**src/rtl/mult_div_unit.sv**
```systemverilog
// -----------------------------------------------------------------------------
// mult_div_unit
//
// Iterative 32-bit multiply/divide unit owning the HI/LO architectural
// registers. One launched operation runs 32 single-bit iterations (shift-add
// multiply or restoring divide) on operand magnitudes, then a finishing cycle
// applies the sign fixup and writes HI/LO. Divide-by-zero skips the iterations
// and spends two cycles in FINISH before writing HI = opA, LO = all ones.
//
// Ports
//   clk        rising-edge clock
//   rst        synchronous reset, active-high
//   start      launch operation (sampled only in IDLE)
//   op[1:0]    00 MULT, 01 MULTU, 10 DIV, 11 DIVU
//   opA[31:0]  rs data: multiplicand / dividend, also mthi/mtlo data
//   opB[31:0]  rt data: multiplier / divisor
//   mthi, mtlo direct HI/LO write strobes (IDLE only, lower priority than start)
//   busy       high whenever the FSM is not in IDLE
//   done       one-cycle pulse in the cycle HI/LO hold a new result
//   hi, lo     HI/LO architectural registers
// -----------------------------------------------------------------------------
module mult_div_unit (
    input  logic        clk,
    input  logic        rst,
    input  logic        start,
    input  logic [1:0]  op,
    input  logic [31:0] opA,
    input  logic [31:0] opB,
    input  logic        mthi,
    input  logic        mtlo,
    output logic        busy,
    output logic        done,
    output logic [31:0] hi,
    output logic [31:0] lo
);

    typedef enum logic [1:0] {
        S_IDLE   = 2'd0,
        S_CALC   = 2'd1,
        S_FINISH = 2'd2
    } state_e;

    // Control state
    state_e      state_q,   state_d;
    logic [4:0]  cnt_q,     cnt_d;
    logic        done_q,    done_d;
    logic [31:0] hi_q,      hi_d;
    logic [31:0] lo_q,      lo_d;

    // Per-operation datapath state
    logic        is_div_q,  is_div_d;
    logic        div0_q,    div0_d;
    logic        hold_q,    hold_d;     // extra FINISH cycle for divide-by-zero
    logic        neg_res_q, neg_res_d;  // product sign, or quotient sign
    logic        neg_rem_q, neg_rem_d;  // remainder takes the dividend's sign
    logic [31:0] opnd_q,    opnd_d;     // multiplicand magnitude, or divisor magnitude
    // Multiply: {partial product, remaining multiplier bits}.
    // Divide:   {partial remainder, dividend bits becoming quotient bits}.
    logic [63:0] acc_q,     acc_d;

    // Combinational helpers
    logic        signed_op;
    logic        div_by_zero;
    logic [31:0] mag_a;
    logic [31:0] mag_b;
    logic [32:0] add_sum;
    logic [32:0] sub_diff;
    logic [63:0] prod_fix;
    logic [31:0] quo_fix;
    logic [31:0] rem_fix;

    assign busy = (state_q != S_IDLE);
    assign done = done_q;
    assign hi   = hi_q;
    assign lo   = lo_q;

    always_comb begin
        // NOTE: every variable assigned here gets a default first, so no path
        // leaves one unassigned and no latch is inferred.
        state_d   = state_q;
        cnt_d     = cnt_q;
        done_d    = 1'b0;
        hi_d      = hi_q;
        lo_d      = lo_q;
        is_div_d  = is_div_q;
        div0_d    = div0_q;
        hold_d    = hold_q;
        neg_res_d = neg_res_q;
        neg_rem_d = neg_rem_q;
        opnd_d    = opnd_q;
        acc_d     = acc_q;

        signed_op   = ~op[0];
        div_by_zero = op[1] && (opB == 32'd0);
        mag_a       = (signed_op && opA[31]) ? (~opA + 32'd1) : opA;
        mag_b       = (signed_op && opB[31]) ? (~opB + 32'd1) : opB;

        // One shift-add step: add multiplicand if the current multiplier bit
        // is set, then shift the whole accumulator right (carry included).
        add_sum  = {1'b0, acc_q[63:32]} + (acc_q[0] ? {1'b0, opnd_q} : 33'd0);
        // One restoring step: trial-subtract divisor from {remainder, next bit};
        // bit 32 set means borrow, i.e. the divisor did not fit.
        sub_diff = acc_q[63:31] - {1'b0, opnd_q};

        prod_fix = neg_res_q ? (~acc_q + 64'd1) : acc_q;
        quo_fix  = neg_res_q ? (~acc_q[31:0] + 32'd1) : acc_q[31:0];
        rem_fix  = neg_rem_q ? (~acc_q[63:32] + 32'd1) : acc_q[63:32];

        case (state_q)
            S_IDLE: begin
                if (start) begin
                    // start wins over mthi/mtlo arriving on the same edge
                    is_div_d  = op[1];
                    div0_d    = div_by_zero;
                    neg_rem_d = signed_op && opA[31];
                    neg_res_d = signed_op && (opA[31] ^ opB[31]);
                    cnt_d     = 5'd0;
                    if (div_by_zero) begin
                        acc_d   = {32'd0, opA};   // raw dividend becomes HI
                        hold_d  = 1'b1;
                        state_d = S_FINISH;
                    end else if (op[1]) begin
                        opnd_d  = mag_b;
                        acc_d   = {32'd0, mag_a};
                        state_d = S_CALC;
                    end else begin
                        opnd_d  = mag_a;
                        acc_d   = {32'd0, mag_b};
                        state_d = S_CALC;
                    end
                end else begin
                    if (mthi) hi_d = opA;
                    if (mtlo) lo_d = opA;
                end
            end

            S_CALC: begin
                if (is_div_q) begin
                    if (!sub_diff[32]) acc_d = {sub_diff[31:0], acc_q[30:0], 1'b1};
                    else               acc_d = {acc_q[62:0], 1'b0};
                end else begin
                    acc_d = {add_sum, acc_q[31:1]};
                end
                if (cnt_q == 5'd31) begin
                    cnt_d   = 5'd0;
                    state_d = S_FINISH;
                end else begin
                    cnt_d = cnt_q + 5'd1;
                end
            end

            S_FINISH: begin
                if (hold_q) begin
                    hold_d = 1'b0;
                end else begin
                    state_d = S_IDLE;
                    done_d  = 1'b1;
                    if (div0_q) begin
                        hi_d = acc_q[31:0];
                        lo_d = 32'hFFFF_FFFF;
                    end else if (is_div_q) begin
                        hi_d = rem_fix;
                        lo_d = quo_fix;
                    end else begin
                        hi_d = prod_fix[63:32];
                        lo_d = prod_fix[31:0];
                    end
                end
            end

            default: state_d = S_IDLE;
        endcase
    end

    always_ff @(posedge clk) begin
        // NOTE: the per-operation datapath registers are not reset; they are
        // always loaded on the launch edge before anything reads them.
        is_div_q  <= is_div_d;
        div0_q    <= div0_d;
        neg_res_q <= neg_res_d;
        neg_rem_q <= neg_rem_d;
        opnd_q    <= opnd_d;
        acc_q     <= acc_d;

        // NOTE: sequential state uses non-blocking assignments so all flops
        // update together from values sampled before the edge.
        if (rst) begin
            state_q <= S_IDLE;
            cnt_q   <= 5'd0;
            done_q  <= 1'b0;
            hold_q  <= 1'b0;
            hi_q    <= 32'd0;
            lo_q    <= 32'd0;
        end else begin
            state_q <= state_d;
            cnt_q   <= cnt_d;
            done_q  <= done_d;
            hold_q  <= hold_d;
            hi_q    <= hi_d;
            lo_q    <= lo_d;
        end
    end

endmodule
```
**config.mk**
```make
export PLATFORM = sky130hd
export DESIGN_NAME = mult_div_unit
export DESIGN_NICKNAME = d
export VERILOG_FILES = /design/src/rtl/mult_div_unit.sv
export SDC_FILE = /design/constraint.sdc
export NUM_CORES = 1
export LEC_CHECK = 0
export ABC_AREA = 1
export CAP_MARGIN = 20
export CORE_UTILIZATION = 30
export CTS_CLUSTER_SIZE = 16
export DETAILED_ROUTE_END_ITERATION = 12
export PLACE_DENSITY = 0.49
export SLEW_MARGIN = 20
export SYNTH_ARGS = -nofsm -noshare
export SYNTH_HDL_FRONTEND = slang
export SYNTH_SLANG_ARGS = --single-unit
export TNS_END_PERCENT = 100
```
**constraint.sdc**
```tcl
create_clock -name clk -period 7.9 [get_ports clk]
set_input_delay 1.185 -clock clk [delete_from_list [all_inputs] [get_ports clk]]
set_output_delay 1.185 -clock clk [all_outputs]
set_load 0.05 [all_outputs]
```
==> run summary <==
- 0 — number of cells upsized or downsized after cts
- 12000 µm² — footprint of the multi-input gates
- 21661 — Vias
- 0 — Congestion Overflow GR
- 129000 µm — first-pass GRT wire length
- 17 — clock buffer count from CTS
- 0.51 ns — Skew-Pair Late Insertion Delay
- nand2_1 (19%), edfxtp_1 (16%), nor2_1 (8.7%), inv_1 (8.7%), nand3_1 (8.0%) — top area cells in the synthesized netlist
- 87100 µm — final wirelength
- 173 — #FFs+latches synth
- 0 — # hold bufs at CTS
- 21.2 µm — Avg WL per Cell
- 0 — Synth warnings
- 137 — Ports
- 0 — diode count
- 100 — number of enable-type register cells in the synthesized netlist
- 77 — maximum fanout along the worst path
- 2 — Max Root-Sink Buffers
- 20594 — vias in the first global route
- 0 — DRC
- flop — kind of capture point of the worst setup path
- 136 — count of input and output buffers
- 251 µm — height of the chip
- 5.74 µm² — average instance area after synthesis
- 5 — number of optimization iterations in the first detailed-route pass
- 14.5% — area growth from synthesis to layout
- 3241 — gate count after technology mapping
- 30.6% — effective utilization at floorplan
- 4.19 mW — power consumption
- 0 — initial antenna violation count
- 2328 — Initial DRC Count
- 8.15 ns — data required time at the worst endpoint
- met4 — Max Used Layer
- 5.28 — Via-to-Cell Ratio
- 4680 µm — met3 wire length
- reg2reg — class of the tightest hold or removal check
- input pin — startpoint types
- 197 nW/µm² — power per cell area
- 24.0% — portion of the post-synthesis area used by sequential elements
- 0 ns — post-route setup TNS
- nand2_1 — most used standard cell by instance count after synthesis
- 1.04 — Routability Congestion
- clkbuf_16 — cell at the root of the clock tree
- built — clock tree from TritonCTS
- 294 MHz — maximum operating frequency
- 0 — remaining antenna violation count
- 173 — clock sinks
- 4 — CTS H-tree depth
- 251 µm — die outline width
- 0 — post-CTS setup-driven buffer insertion count
- 27.5% — Total GRT Usage
- 70200 µm — half-perimeter wire length after detailed placement
- 28.7% — relative slew slack
- 3448 — number of nets in the layout
- 43.0% — part of the cycle the worst path needs
- 0% — post-synthesis async set-or-reset flop share
- 63000 µm² — full die area
- 60800 µm² — Core Footprint
- nand2_1 (933), nor2_1 (433), inv_1 (430) — Post-synth top cells
- 3.40 ns — final worst path period need
- 2.92% — share of cells above drive strength 1
- 0.206 mV — largest vdd supply drop
- finished, final reports clean — outcome
- 38300 µm — Routed met1 length
- 21300 µm² — finished layout cell area
- 0.0214 ns — clk_skew
- 90 — number of core rows
- 0 — maximum capacitance violations
- 0 — count of endpoints failing setup in the final report
- 40200 µm — routed length on met2
- 96 — pin count of the biggest net entering global routing
- 1.07 ns — actual slew at the worst max-slew pin
- 0 — final max-slew violation count
- 9.94 nW — leakage power of the design
- nand2_1 — library cell with the largest summed area after synthesis
- 3.65 ns — arrival time reported for the critical path endpoint
- 0.09 ns — Clk pin slew, worst setup/hold paths
- 18.8% — area share of the largest cell type after synthesis
- 18600 µm² — Syn Std Cell Area
- 6946 — final-layout fill cell count
- 20600 µm² — post-detailed-placement cell area
- 4460 µm² — Storage cell area
- 44 — Yosys cell types
- 0 — Final Hold Viols
- false — unrepaired setup endpoints after global routing
- 3384 — post-synth net total
- in2reg — kind of critical path
- edfxtp_1 — flip-flop cell with the highest count after synthesis
[metrics by stage]
step                      hold slack, ns  worst slack (ns)  utilization, %  std cells
after detailed placement           0.465              4.03            33.9       4067
after CTS                          0.478              4.54            35.0       4099
after global routing               0.516              4.27            35.0       4100
final                              0.473              4.50            35.0       4100
after floorplan                    0.421              3.92               -       3241
after global placement             0.462              4.03            33.9       4067
[report_power, final]
part	switching [mW]	total [mW]	internal (mW)	leakage, nW
logic	1.40	1.98	0.581	8.04
registers	0.178	1.27	1.09	1.59
clock network	0.500	0.940	0.440	0.304
total	2.08	4.19	2.11	9.94
[cells by family (layout without fill, tap and decap cells)]
| kind of cell | Yosys count | count (layout) | share of synthesized area, % |
|---|---|---|---|
| adders and majority gates | 72 | 72 | 4.93 |
| xor gates and xnor gates | 58 | 58 | 2.73 |
| and+or+nand+nor | 1816 | 1816 | 40.7 |
| buffers and inverters | 553 | 630 | 11.5 |
| AOI/OAI and AO/OA | 569 | 569 | 16.2 |
| DFF | 173 | 173 | 24.0 |
[critical path: stages]
cell	delay [ns]
buf_2	0.07
buf_4	0.55
inv_1	0.08
buf_4	0.32
nor4_1	0.34
nand3_2	0.10
buf_4	0.30
inv_2	0.31
nand2_1	0.08
nand3_1	0.11
nand2_1	0.08
[sequential cells by signal (all words and copies together) (netlist names), 2 cells and up]
name,flops
opnd_q,32
cnt_q,5
acc_q,64
lo,32
hi,32
state_q,2
[layout make-up]
type,instances,area share [%]
Clock buffer,17,2.00
Clock inverter,15,0.970
Inverter,440,7.76
Multi-Input combinational cell,2515,56.4
Sequential cell,173,21.0
Tap cell,782,4.60
Timing Repair Buffer,158,7.30
[routing by layer]
metal | GRT usage (%) | vias to the layer above
met5 | 0 | -
met4 | 12.9 | 0
met3 | 3.02 | 134
met2 | 45.4 | 760
met1 | 35.9 | 10109
li1 | - | 10658
[final timing paths]
path | from | end | slack (ns) | cells after the start
max | op[1] | acc_q[31] | 4.50 | 11
min | cnt_q[4] | cnt_q[4] | 0.47 | 2
max reg2reg | acc_q[31] | acc_q[0] | 4.53 | 15
min reg2reg | cnt_q[4] | cnt_q[4] | 0.47 | 2
[layout by cell type (no fill, tap or decap), types with 3 or more instances in the layout]
cell             synthesis  layout
a211oi_1                12      12
a21oi_1                254     254
a31oi_1                 18      18
and2_1                   9       9
buf_4                    3      20
clkbuf_16                0      17
clkdlybuf4s50_1          0     135
clkinv_1                 3       5
clkinv_8                 0       5
dfxtp_1                 73      73
edfxtp_1               100     100
ha_1                    70      70
inv_1                  430     428
inv_12                   0       5
inv_2                    7       7
nand2_1                933     932
nand2_2                  5       6
nand3_1                299     299
nand3_2                  5       5
nand3b_1                17      17
nand4_1                 42      42
nor2_1                 433     431
nor2_2                  10      11
nor3_1                  49      49
nor4_1                   3       3
o211ai_1                 8       8
o21a_1                   5       5
o21ai_0                226     226
o21ai_1                 19      19
o21ai_2                  3       3
o21bai_1                 7       7
o31ai_1                 11      11
or2_2                    5       5
xnor2_1                 10      10
xor2_1                  48      48
(Power assumes the default switching activity.)
